`config.mk`:
```
export PLATFORM = sky130hd
export DESIGN_NAME = mdu_issue_ctrl
export DESIGN_NICKNAME = d
export VERILOG_FILES = /design/src/rtl/mdu_pkg.sv /design/src/rtl/mdu_sat_counter.sv /design/src/rtl/mdu_issue_ctrl.sv
export SDC_FILE = /design/constraint.sdc
export NUM_CORES = 1
export LEC_CHECK = 0
export CAP_MARGIN = 20
export CORE_UTILIZATION = 38
export CTS_CLUSTER_DIAMETER = 40
export DETAILED_ROUTE_END_ITERATION = 6
export PLACE_DENSITY = 0.82
export SLEW_MARGIN = 20
export SYNTH_ARGS = -nofsm -noshare
export SYNTH_HDL_FRONTEND = slang
export SYNTH_SLANG_ARGS = --single-unit
```
`constraint.sdc`:
```
create_clock -name clk -period 2.5 [get_ports clk]
set_input_delay 0.625 -clock clk [delete_from_list [all_inputs] [get_ports clk]]
set_output_delay 0.625 -clock clk [all_outputs]
set_load 0.005 [all_outputs]
```
`src/rtl/mdu_pkg.sv`:
```
// Shared MDU definitions: op codes, issue FSM states and op classifiers.
// Used by the E-stage issue controller and by the instruction decoder.
package mdu_pkg;

    localparam logic [3:0] OP_NONE  = 4'd0;
    localparam logic [3:0] OP_MULT  = 4'd1;
    localparam logic [3:0] OP_MULTU = 4'd2;
    localparam logic [3:0] OP_MTHI  = 4'd3;
    localparam logic [3:0] OP_MTLO  = 4'd4;
    localparam logic [3:0] OP_MFHI  = 4'd5;
    localparam logic [3:0] OP_MFLO  = 4'd6;
    localparam logic [3:0] OP_DIV   = 4'd7;
    localparam logic [3:0] OP_DIVU  = 4'd8;

    typedef enum logic [1:0] {
        IDLE = 2'd0,
        ARM  = 2'd1,
        WAIT = 2'd2
    } mdu_state_e;

    function automatic logic is_mdu_op(input logic [3:0] op);
        return (op != OP_NONE) && (op <= OP_DIVU);
    endfunction

    function automatic logic is_long_op(input logic [3:0] op);
        return op inside {OP_MULT, OP_MULTU, OP_DIV, OP_DIVU};
    endfunction

    function automatic logic is_read_op(input logic [3:0] op);
        return op inside {OP_MFHI, OP_MFLO};
    endfunction

endpackage

```
`src/rtl/mdu_sat_counter.sv`:
```
// Saturating up-counter with synchronous clear.
// Ports: clk, rst_n (async, active-low), clr_i, inc_i, cnt_o[W-1:0].
module mdu_sat_counter #(
    parameter int W = 32
) (
    input  logic         clk,
    input  logic         rst_n,
    input  logic         clr_i,
    input  logic         inc_i,
    output logic [W-1:0] cnt_o
);

    logic [W-1:0] cnt_q;
    logic [W-1:0] cnt_d;

    always_comb begin
        cnt_d = cnt_q;
        if (clr_i) begin
            cnt_d = '0;
        end else if (inc_i && (cnt_q != '1)) begin
            cnt_d = cnt_q + {{(W-1){1'b0}}, 1'b1};
        end
    end

    always_ff @(posedge clk or negedge rst_n) begin
        if (!rst_n) begin
            cnt_q <= '0;
        end else begin
            cnt_q <= cnt_d;
        end
    end

    assign cnt_o = cnt_q;

endmodule

```
`src/rtl/mdu_issue_ctrl.sv`:
```
// E-stage initiator for the Start/Busy multiply-divide unit: issues one start
// per E instruction, stalls F/D/E while the unit is busy, latches mfhi/mflo
// data for M, counts stall cycles and flags a hung unit.
// Ports: clk, reset (async, active-low)
//   E stage : e_valid, e_op[3:0], e_rs/e_rt[DW], e_hold, flush
//   MDU     : mdu_start, mdu_op[3:0], mdu_d1/mdu_d2[DW] out; mdu_busy, mdu_out[DW] in
//   Pipeline: mdu_stall, m_mdu_data[DW], stall_cnt[CNT_W], wdog_err
module mdu_issue_ctrl
    import mdu_pkg::*;
#(
    parameter int DW       = 32,
    parameter int CNT_W    = 32,
    parameter int WDOG_MAX = 16
) (
    input  logic             clk,
    input  logic             reset,
    input  logic             e_valid,
    input  logic [3:0]       e_op,
    input  logic [DW-1:0]    e_rs,
    input  logic [DW-1:0]    e_rt,
    input  logic             e_hold,
    input  logic             flush,
    output logic             mdu_start,
    output logic [3:0]       mdu_op,
    output logic [DW-1:0]    mdu_d1,
    output logic [DW-1:0]    mdu_d2,
    input  logic             mdu_busy,
    input  logic [DW-1:0]    mdu_out,
    output logic             mdu_stall,
    output logic [DW-1:0]    m_mdu_data,
    output logic [CNT_W-1:0] stall_cnt,
    output logic             wdog_err
);

    localparam int BR_W = $clog2(WDOG_MAX + 1);

    mdu_state_e    state_q;
    mdu_state_e    state_d;
    logic          issued_q;
    logic          issued_d;
    logic [DW-1:0] m_data_q;
    logic [DW-1:0] m_data_d;
    logic          wdog_q;
    logic          wdog_d;

    logic [BR_W-1:0] busy_run;
    logic            is_mdu;
    logic            long_op;
    logic            unit_free;
    logic            advance;

    assign is_mdu  = e_valid & is_mdu_op(e_op);
    assign long_op = is_long_op(e_op);

    // The last WAIT cycle (busy already low) counts as free: the stall has
    // dropped there, so refusing to issue would let the op leave E unissued.
    assign unit_free = !mdu_busy && (state_q != ARM);

    // Gated by reset so nothing issues or stalls while the block is held.
    assign mdu_start = reset & is_mdu & !issued_q & !flush & unit_free;
    assign mdu_stall = reset & is_mdu & !flush
                     & (mdu_busy | (state_q == ARM));

    assign mdu_op = mdu_start ? e_op : OP_NONE;
    assign mdu_d1 = e_rs;
    assign mdu_d2 = e_rt;

    assign advance = !e_hold && !mdu_stall;

    // ARM bridges the cycle between a long start and busy being seen high;
    // if busy never rises (divide by zero) it falls straight back to IDLE.
    always_comb begin
        state_d = state_q;
        unique case (state_q)
            IDLE: begin
                if (mdu_start && long_op) state_d = ARM;
            end
            ARM: begin
                state_d = mdu_busy ? WAIT : IDLE;
            end
            WAIT: begin
                if (!mdu_busy) begin
                    state_d = (mdu_start && long_op) ? ARM : IDLE;
                end
            end
            default: state_d = IDLE;
        endcase
    end

    // One start per E instruction, even when E is held for many cycles.
    always_comb begin
        issued_d = issued_q;
        if (flush || advance) begin
            issued_d = 1'b0;
        end else if (mdu_start) begin
            issued_d = 1'b1;
        end
    end

    always_comb begin
        m_data_d = m_data_q;
        if (mdu_start && is_read_op(e_op)) begin
            m_data_d = mdu_out;
        end
    end

    always_comb begin
        wdog_d = wdog_q;
        if (mdu_busy && (busy_run == BR_W'(WDOG_MAX - 1))) begin
            wdog_d = 1'b1;
        end
    end

    always_ff @(posedge clk or negedge reset) begin
        if (!reset) begin
            state_q  <= IDLE;
            issued_q <= 1'b0;
            m_data_q <= '0;
            wdog_q   <= 1'b0;
        end else begin
            state_q  <= state_d;
            issued_q <= issued_d;
            m_data_q <= m_data_d;
            wdog_q   <= wdog_d;
        end
    end

    mdu_sat_counter #(
        .W (CNT_W)
    ) u_stall_cnt (
        .clk   (clk),
        .rst_n (reset),
        .clr_i (1'b0),
        .inc_i (mdu_stall),
        .cnt_o (stall_cnt)
    );

    mdu_sat_counter #(
        .W (BR_W)
    ) u_busy_run (
        .clk   (clk),
        .rst_n (reset),
        .clr_i (!mdu_busy),
        .inc_i (mdu_busy),
        .cnt_o (busy_run)
    );

    assign m_mdu_data = m_data_q;
    assign wdog_err   = wdog_q;

endmodule
```
==> out/metrics.csv, run 1 <==
stage,metric,value,unit
pwr,Max VDD drop,0.352,mV
yosys,ys async rst share,100,%
detailed_routing,DRT Wirelength,8750,µm
cts,clk slew on worst S/H paths,0.07,ns
cts,Max clock buf depth,2,
yosys,post-synthesis register bit count,73,
timing,clk_skew,0.00479,ns
layout,Area growth syn-to-layout,27.2,%
detailed_routing,Routed WL per cell,15.9,µm
detailed_routing,DRC,0,
layout,multi-input logic area,1550,µm²
layout,Layout Nets,523,
die,Die Area,10800,µm²
setup_path,Startpoint Class,input port,
layout,cell area after layout,5000,µm²
grt,largest net degree at the start of global routing,71,
cts,root buffer cell,clkbuf_8,
setup_path,cell family with most CP delay,simple AND/OR/NAND/NOR gates,
timing,max-slew violation count,0,
detailed_routing,Initial DRT Pass Iterations,4,
grt,global-route wire length before repair,14300,µm
setup_path,Crit-path slowest cell,or3_4,
die,IO Count,241,
cts,"Clk Latency, worst-skew pair",0.33,ns
timing,Hold Fails Final Rpt,0,
pwr,Power Dens Cells,511,nW/µm²
timing,period utilization,98.3,%
setup_path,cell count of the worst reg-to-reg path,6,
grt,Total Routing Usage GR,16.8,%
detailed_routing,vias per cell,4.88,
setup_path,WP data required,1.88,ns
detailed_routing,routed vias,2688,
timing,fmax,407,MHz
yosys,Post-Syn Area per Cell,11.6,µm²
cts,CTS Buf Count,9,
cts,TritonCTS clock tree,yes,
min_path,worst min path class,input port to asynchronous set/reset pin,
die,Initial Utilization,39.7,%
run,max cap viols,0,
yosys,sequential share of the synthesized area,46.5,%
yosys,top post-synthesis cells by area,"dfrtp_1 46%, buf_4 12%, mux2_4 11%",
detailed_routing,DRT iter0 DRCs,78,
setup_path,CP Cell Sequence,buf_6 > o31a_1 > or3_4 > nor3_4 > and2_1 > buf_2,
yosys,Netlist cell types,42,
cts,CTS Sinks,73,
timing,crit path time final,2.46,ns
place,Post-DP Area,4860,µm²
timing,Slew headroom,41.6,%
place,Placed Instances,533,
yosys,leading area contributor after synthesis,dfrtp_1,
setup_path,Critical Path Stages,6,
setup_path,"Buf+Inv Stages, Crit Path",2,
grt,total gr overflow,0,
layout,Non-Filler Instances,551,
yosys,"EDFF count, synth",0,
timing,Slew @ Worst Pin,0.876,ns
cts,H-tree levels,3,
setup_path,max incr delay on CP,0.35,ns
setup_path,Critical Path End Type,output pin,
grt,vias in the first global route,2834,
setup_path,WP data arrival,1.83,ns
die,core area,9910,µm²
yosys,Cells after Synth,338,
timing,RSZ-0062 raised after global routing,yes,
place,GPL Wtd Cong,0.807,
place,IO Port Bufs,112,
yosys,syn_nets,448,
yosys,Synth top cells by count,"73 x dfrtp_1, 64 x buf_4, 30 x mux2_4",
layout,FF+latch area,1830,µm²
yosys,Syn. warnings,0,
timing,final setup fails,0,
detailed_routing,"antenna viol nets, final",0,
die,Chip Height,104,µm
setup_path,kind of critical path,input port to output pin,
layout,Fillers,898,
die,Die Wd,104,µm
yosys,main flop type after synthesis,dfrtp_1,
yosys,most frequent cell after synthesis,dfrtp_1,
run_status,run status,finished clean,
grt,initial antenna violation count,0,
die,FP Rows,36,
yosys,Synth top area share,46.5,%
pwr,LEAKAGE,0.00243,µW
yosys,synthesized cell area,3930,µm²
setup_path,Crit Path Max Fanout,6,
place,Post-DP HPWL,6630,µm
layout,layout cells sized above 1,21.5,%
layout,n_diodes,0,
## cell families after synthesis
group | synth area share (%)
DFF | 46.5
adders and majority gates | 1.27
buffers and inverters | 14.3
and+or+nand+nor | 15.5
xor gates and xnor gates | 8.02
AOI/OAI and AO/OA | 1.85
muxes | 12.6
## what timing repair did
item                       in CTS  in global routing
buffers inserted                1                  1
hold buffers                    0                  0
pin swaps                       8                  4
resized for setup              43                  8
setup endpoints to repair      36                  6
## layout by cell type, fill, tap and decap left out, types with 9 or more instances in the layout
master,synthesis,routed
buf_4,64,23
clkbuf_8,0,9
clkdlybuf4s50_1,0,98
dfrtp_1,73,73
mux2_4,30,30
nand2_1,16,16
nand3_1,13,13
nor2_1,16,16
nor3_1,15,15
nor4_1,12,11
xor2_1,29,29
## final timing paths
| path | startpoint | to | slack [ns] |
|---|---|---|---|
| max | e_op[2] | mdu_op[1] | 0.04 |
| min | reset | u_stall_cnt.cnt_o[26] | 0.21 |
| max reg2reg | u_stall_cnt.cnt_o[3] | u_stall_cnt.cnt_o[15] | 0.22 |
| min reg2reg | wdog_err | wdog_err | 0.47 |
| max in group asynchronous | reset | m_mdu_data[8] | 1.25 |
| min in group clk | flush | issued_q | 0.45 |
## state kept, by name, summed over array words and instances, names as in the netlist
register / cells
u_stall_cnt.cnt_o: 32
state_q: 2
u_busy_run.cnt_o: 5
issued_q: 1
m_mdu_data: 32
wdog_err: 1
## cell type report
cell class | count | share of cell area [%]
well taps | 133 | 3.33
multi-input cells | 186 | 31.0
flip-flops and latches | 73 | 36.5
clock inverters | 4 | 0.400
clock buffers | 12 | 2.70
inverters | 7 | 0.525
repair buffers | 136 | 25.6
## per-layer routing
metal,up-vias,global-route usage (%),share of wire [%],wire length (µm)
met3,35,4.78,5.4,472
met4,0,6.33,2.2,196
met5,-,0,0,0
met1,1312,18.4,39,3390
met2,97,30.4,54,4690
li1,1244,-,-,-
## through the flow
stage | hold slack [ns] | worst slack [ns] | power, µW | TNS (ns) | utilization (%)
final | 0.207 | 0.0429 | 2550 | 0 | 50.5
after CTS | 0.201 | 0.0166 | 2590 | 0 | 50.3
after detailed placement | 0.465 | -0.796 | 1810 | -24.74 | 49.0
after floorplan | 0.329 | 0.103 | 1580 | 0 | -
after global routing | 0.196 | -0.0228 | 2680 | -0.0536 | 50.5
after global placement | 0.450 | -0.762 | 1790 | -23.21 | 49.0
## where the power goes
part	internal (µW)	total, µW	leakage (µW)	switching [µW]
Sequential	1270	1340	0.000981	75.1
Clock	355	770	0.0000839	415
Combinational	303	440	0.00137	137
Total	1930	2550	0.00243	628
Power figures use the tool's default switching activity.
==> run 2: changes to the inputs <==
Settings changed: CORE_UTILIZATION 38 to 41, PLACE_DENSITY 0.82 to 0.88.
Clock period 2.5 ns to 3 ns, I/O delays scaled along.
==> out/metrics.csv, run 2 (synthesis gave the netlist of run 1 again) <==
stage,metric,value,unit,change
timing,RSZ-0062 raised after global routing,yes,,unchanged
place,Post-DP HPWL,6640,µm,was 6630 µm
layout,Area growth syn-to-layout,29.6,%,was 27.2%
setup_path,WP data required,2.25,ns,was 1.88 ns
min_path,Hold Crit Start,wdog_err,,
timing,final setup margin,0.0250,ns,was 0.0429 ns
layout,"commonest non-fill, non-tap cells in the layout","99 x clkdlybuf4s50_1, 73 x dfrtp_1, 30 x mux2_4",,"was 98 x clkdlybuf4s50_1, 73 x dfrtp_1, 30 x mux2_4"
timing,crit path time final,2.98,ns,
setup_path,Crit-path slowest cell,or3_4,,unchanged
cts,Max clock buf depth,2,,unchanged
die,Die Area,9990,µm²,was 10800 µm²
setup_path,launching point of the worst reg2reg path,u_stall_cnt.cnt_o[14],,was u_stall_cnt.cnt_o[3]
min_path,hold depth,1,,
detailed_routing,DRT Wirelength,8830,µm,was 8750 µm
die,FP Rows,35,,was 36
cts,H-tree levels,3,,unchanged
timing,final setup fails,0,,unchanged
grt,global-route wire length before repair,14300,µm,about the same
die,Chip Height,99.9,µm,was 104 µm
detailed_routing,Routed WL per cell,16.1,µm,was 15.9 µm
timing,period utilization,99.2,%,
setup_path,WP data arrival,2.23,ns,was 1.83 ns
cts,TritonCTS clock tree,yes,,unchanged
layout,"commonest non-fill, non-tap cell in the layout",clkdlybuf4s50_1,,unchanged
pwr,LEAKAGE,0.00247,µW,was 0.00243 µW
setup_path,RR Endpoint,u_stall_cnt.cnt_o[18],,was u_stall_cnt.cnt_o[15]
run_status,run status,finished clean,,unchanged
timing,Slew @ Worst Pin,0.930,ns,was 0.876 ns
pwr,Clk pwr share,37.1,%,was 30.2%
setup_path,Crit Path Max Fanout,2,,was 6
cts,clk slew on worst S/H paths,0.07,ns,about the same
detailed_routing,"antenna viol nets, final",0,,unchanged
detailed_routing,vias per cell,4.96,,was 4.88
setup_path,kind of critical path,input port to output pin,,unchanged
pwr,Max VDD drop,0.306,mV,was 0.352 mV
timing,Slew headroom,38.0,%,was 41.6%
die,core area,9280,µm²,was 9910 µm²
setup_path,max incr delay on CP,0.39,ns,was 0.35 ns
cts,"Clk Latency, worst-skew pair",0.33,ns,about the same
layout,layout cells sized above 1,22.1,%,was 21.5%
grt,Total Routing Usage GR,18.5,%,was 16.8%
cts,root buffer cell,clkbuf_8,,unchanged
place,GPL Wtd Cong,0.822,,was 0.807
min_path,worst min path class,register to register,,was input port to asynchronous set/reset pin
setup_path,CP most frequent cell,buf_6,,
min_path,Worst Hold Path EP,wdog_err,,
layout,Layout Utilization,54.9,%,was 50.5%
timing,max-slew violation count,0,,unchanged
detailed_routing,Initial DRT Pass Iterations,4,,unchanged
timing,Hold Fails Final Rpt,0,,unchanged
timing,fmax,336,MHz,
grt,initial antenna violation count,0,,unchanged
layout,Layout Nets,525,,was 523
grt,largest net degree at the start of global routing,74,,was 71
cts,CTS Sinks,73,,unchanged
pwr,net switching power,546,µW,was 628 µW
run,max cap viols,0,,unchanged
detailed_routing,routed vias,2721,,was 2688
pwr,Power Dens Cells,464,nW/µm²,was 511 nW/µm²
die,Die Wd,99.9,µm,was 104 µm
pwr,Sequential Power Share,47.3,%,was 52.6%
pwr,Comb power frac,15.6,%,was 17.2%
detailed_routing,DRC,0,,unchanged
cts,CTS Buf Count,9,,unchanged
place,pre-CTS setup slack,-0.632,ns,was -0.796 ns
cts,hold_buf cts,0,,unchanged
detailed_routing,DRT iter0 DRCs,50,,was 78
pwr,Power Total,2370,µW,was 2550 µW
setup_path,CP Cell Sequence,clkbuf_2 > o31a_1 > or3_4 > nor3_4 > buf_6 > buf_4 > and2_4 > buf_6,,was buf_6 > o31a_1 > or3_4 > nor3_4 > and2_1 > buf_2
grt,vias in the first global route,2839,,was 2834
setup_path,cell count of the worst reg-to-reg path,6,,unchanged
setup_path,Startpoint Class,input port,,unchanged
layout,n_diodes,0,,unchanged
pwr,internal power,1820,µW,was 1930 µW
timing,setup TNS,0,ns,unchanged
timing,clk_skew,0.00649,ns,was 0.00479 ns
setup_path,Critical Path End Type,output pin,,unchanged
grt,total gr overflow,0,,unchanged
pwr,switching share of total power,23.1,%,was 24.6%
place,IO Port Bufs,112,,unchanged
die,Initial Utilization,42.4,%,was 39.7%
setup_path,"reg-to-reg slack, setup",0.61,ns,was 0.22 ns
die,IO Count,241,,unchanged
run 2: changes by cell type in the layout (fill, tap and decap cells not counted), moves of 2 or more:
cell           change
clkbuf_8           +2
dlygate4sd2_1      +3
buf_2              -4
clkbuf_2           +2
clkinv_2           -2
clkbuf_1           -3
bufinv_16          +2
run 2: metal layers:
metal  vias to the layer above  global-route usage [%]  routed length [µm]
met1                      1348                    19.7                3410
li1                       1245                       -                   -
met5                         -                       0                   0
met4                         0                    7.92                 226
met3                        33                    5.01                 492
met2                        95                    34.2                4700
run 2: per-stage QoR:
stage,hold slack (ns),std cells,cell area (µm²)
2_1_floorplan,0.451,338,3930
3_3_place_gp,0.447,527,4840
3_5_place_dp,0.449,527,4840
4_1_cts,0.466,548,5100
5_1_grt,0.505,549,5100
6_report,0.465,549,5100
run 2: timing repair:
action / 4_1_cts / 5_1_grt
setup buffers: 5 / 1
resized for setup: 32 / 6
setup endpoints to repair: 6 / 4
cloned: 0 / 0
pin swaps: 8 / 3
run 2: cell type report:
type	count	area, µm²
repair buffers	138	1300
flip-flops and latches	73	1830
well taps	129	161
multi-input cells	186	1550
fillers	806	4190
clock buffers	11	151
inverters	7	26.3
clock inverters	5	77.6
run 2: power groups by stage:
stage                     Clock [µW]  Sequential (µW)  Combinational, µW
after floorplan                    0             1130                181
after global placement             0             1130                361
after detailed placement           0             1140                372
after CTS                        907             1120                374
after global routing             941             1130                400
final                            878             1120                368
run 2: critical path: cells and delay by family:
kind                   cells  cell delay (ns)
AO/OA/AOI/OAI              1             0.31
buffers and inverters      4             0.41
AND/OR/NAND/NOR            3             0.75
run 2: worst max path at each step:
| stage | start | endpoint | slack [ns] | depth (start not counted) |
|---|---|---|---|---|
| after floorplan | e_op[1] | mdu_op[0] | 0.35 | 4 |
| after global placement | e_op[1] | mdu_op[0] | -0.59 | 6 |
| after detailed placement | e_op[1] | mdu_op[0] | -0.63 | 6 |
| after CTS | e_op[0] | mdu_op[0] | 0.02 | 8 |
| after global routing | e_op[1] | mdu_op[0] | -0.01 | 8 |
| final | e_op[1] | mdu_op[0] | 0.02 | 8 |
==> run 3: changes to the inputs <==
Settings changed: CORE_ASPECT_RATIO set to 1.5, PLACE_DENSITY 0.88 to 0.95.
==> out/metrics.csv, run 3 (synthesis gave the netlist of run 1 again) <==
stage,metric,value,unit,change
run_status,run status,finished clean,,unchanged
layout,FF+latch area,1830,µm²,unchanged
grt,largest net degree at the start of global routing,74,,unchanged
layout,"commonest non-fill, non-tap cell in the layout",clkdlybuf4s50_1,,unchanged
layout,Area growth syn-to-layout,30.5,%,was 29.6%
grt,Total Routing Usage GR,20.3,%,was 18.5%
pwr,Power Dens Cells,529,nW/µm²,was 464 nW/µm²
setup_path,Critical Path End Type,output pin,,unchanged
die,FP Rows,43,,was 35
detailed_routing,DRT iter0 DRCs,75,,was 50
cts,CTS Buf Count,9,,unchanged
die,Die Area,10000,µm²,was 9990 µm²
cts,H-tree levels,3,,unchanged
grt,vias in the first global route,2829,,was 2839
timing,crit path time final,2.91,ns,was 2.98 ns
cts,clk slew on worst S/H paths,0.06,ns,was 0.07 ns
grt,initial antenna violation count,3,,was 0
place,IO Port Bufs,112,,unchanged
layout,layout cells sized above 1,20.1,%,was 22.1%
timing,period utilization,97.0,%,was 99.2%
layout,multi-input logic area,1540,µm²,was 1550 µm²
die,core area,9310,µm²,was 9280 µm²
die,Initial Utilization,42.3,%,was 42.4%
detailed_routing,routed vias,2728,,was 2721
cts,CTS Sinks,73,,unchanged
layout,"commonest non-fill, non-tap cells in the layout","99 x clkdlybuf4s50_1, 73 x dfrtp_1, 30 x mux2_4",,unchanged
layout,Fillers,760,,was 806
setup_path,kind of critical path,input port to output pin,,unchanged
layout,Layout Nets,519,,was 525
timing,Fin Hold WS,0.490,ns,was 0.465 ns
timing,Hold Fails Final Rpt,0,,unchanged
setup_path,WP data required,2.25,ns,about the same
cts,root buffer cell,clkbuf_16,,was clkbuf_8
setup_path,WP data arrival,2.16,ns,was 2.23 ns
timing,RSZ-0062 raised after global routing,no,,was yes
die,Die Wd,82.0,µm,was 99.9 µm
run,max cap viols,0,,unchanged
grt,global-route wire length before repair,14500,µm,was 14300 µm
timing,final setup fails,0,,unchanged
layout,n_diodes,0,,unchanged
pwr,LEAKAGE,0.00249,µW,was 0.00247 µW
detailed_routing,vias per cell,5.20,,was 4.96
pwr,Power Total,2710,µW,was 2370 µW
cts,TritonCTS clock tree,yes,,unchanged
cts,Max clock buf depth,2,,unchanged
grt,total gr overflow,0,,unchanged
cts,"Clk Latency, worst-skew pair",0.33,ns,about the same
detailed_routing,Initial DRT Pass Iterations,6,,was 4
min_path,worst min path class,register to register,,unchanged
place,Post-DP HPWL,7450,µm,was 6640 µm
timing,Slew @ Worst Pin,0.937,ns,was 0.930 ns
timing,final setup margin,0.0898,ns,was 0.0250 ns
timing,Slew headroom,37.5,%,was 38.0%
die,Chip Height,122,µm,was 99.9 µm
detailed_routing,DRC,0,,unchanged
pwr,Max VDD drop,0.334,mV,was 0.306 mV
setup_path,Startpoint Class,input port,,unchanged
detailed_routing,"antenna viol nets, final",0,,unchanged
detailed_routing,DRT Wirelength,9810,µm,was 8830 µm
place,GPL Wtd Cong,0.735,,was 0.822
place,pre-CTS setup slack,-0.559,ns,was -0.632 ns
setup_path,Crit Path Max Fanout,3,,was 2
detailed_routing,Routed WL per cell,18.7,µm,was 16.1 µm
timing,clk_skew,0.00948,ns,was 0.00649 ns
timing,fmax,344,MHz,was 336 MHz
timing,max-slew violation count,0,,unchanged
die,IO Count,241,,unchanged
-- run 3: worst paths after layout --
check	from	slack, ns	to	depth (start not counted)
max	e_op[2]	0.09	mdu_op[0]	7
max reg2reg	u_stall_cnt.cnt_o[14]	0.67	u_stall_cnt.cnt_o[1]	6
min	wdog_err	0.49	wdog_err	1
min reg2reg	wdog_err	0.49	wdog_err	1
max in group asynchronous	reset	1.71	u_stall_cnt.cnt_o[28]	2
min in group asynchronous	reset	0.64	u_stall_cnt.cnt_o[0]	2
-- run 3: layout make-up --
type,count,share of cell area (%)
Clock inverter,5,2.02
Clock buffer,10,4.66
Timing Repair Buffer,132,24.4
Tap cell,112,2.73
Inverter,7,0.512
Sequential cell,73,35.6
Multi-Input combinational cell,186,30.1
-- run 3: per-layer routing --
layer  track usage, %  vias up  share of wire (%)
li1                 -     1231                  -
met2             31.9      104                 47
met5                0        -                  0
met3             8.84       82                9.9
met1             19.5     1311                 35
met4             18.3        0                7.7
-- run 3: where the power goes --
group	internal, µW	switching, µW
sequential	1060	64.5
clock	830	400
combinational	249	113
-- run 3: critical path: stages --
cell	delay (ns)
clkdlybuf4s15_1	0.20
o31a_1	0.26
or3_4	0.39
nor3_4	0.20
buf_4	0.15
and2_1	0.11
buf_2	0.10
-- run 3: per-stage QoR --
stage                     util (%)  cell area, µm²  TNS, ns  std cells
after floorplan                  -            3930        0        338
after CTS                     55.4            5160        0        525
after global placement        51.6            4800    -3.04        508
after global routing          55.1            5130        0        525
final                         55.1            5130        0        525
after detailed placement      51.6            4800    -4.09        508
-- run 3: what timing repair did --
action	CTS	global route
pin swaps	9	3
setup endpoints to repair	6	6
hold buffers	0	0
resized for setup	23	10
setup buffers	2	0
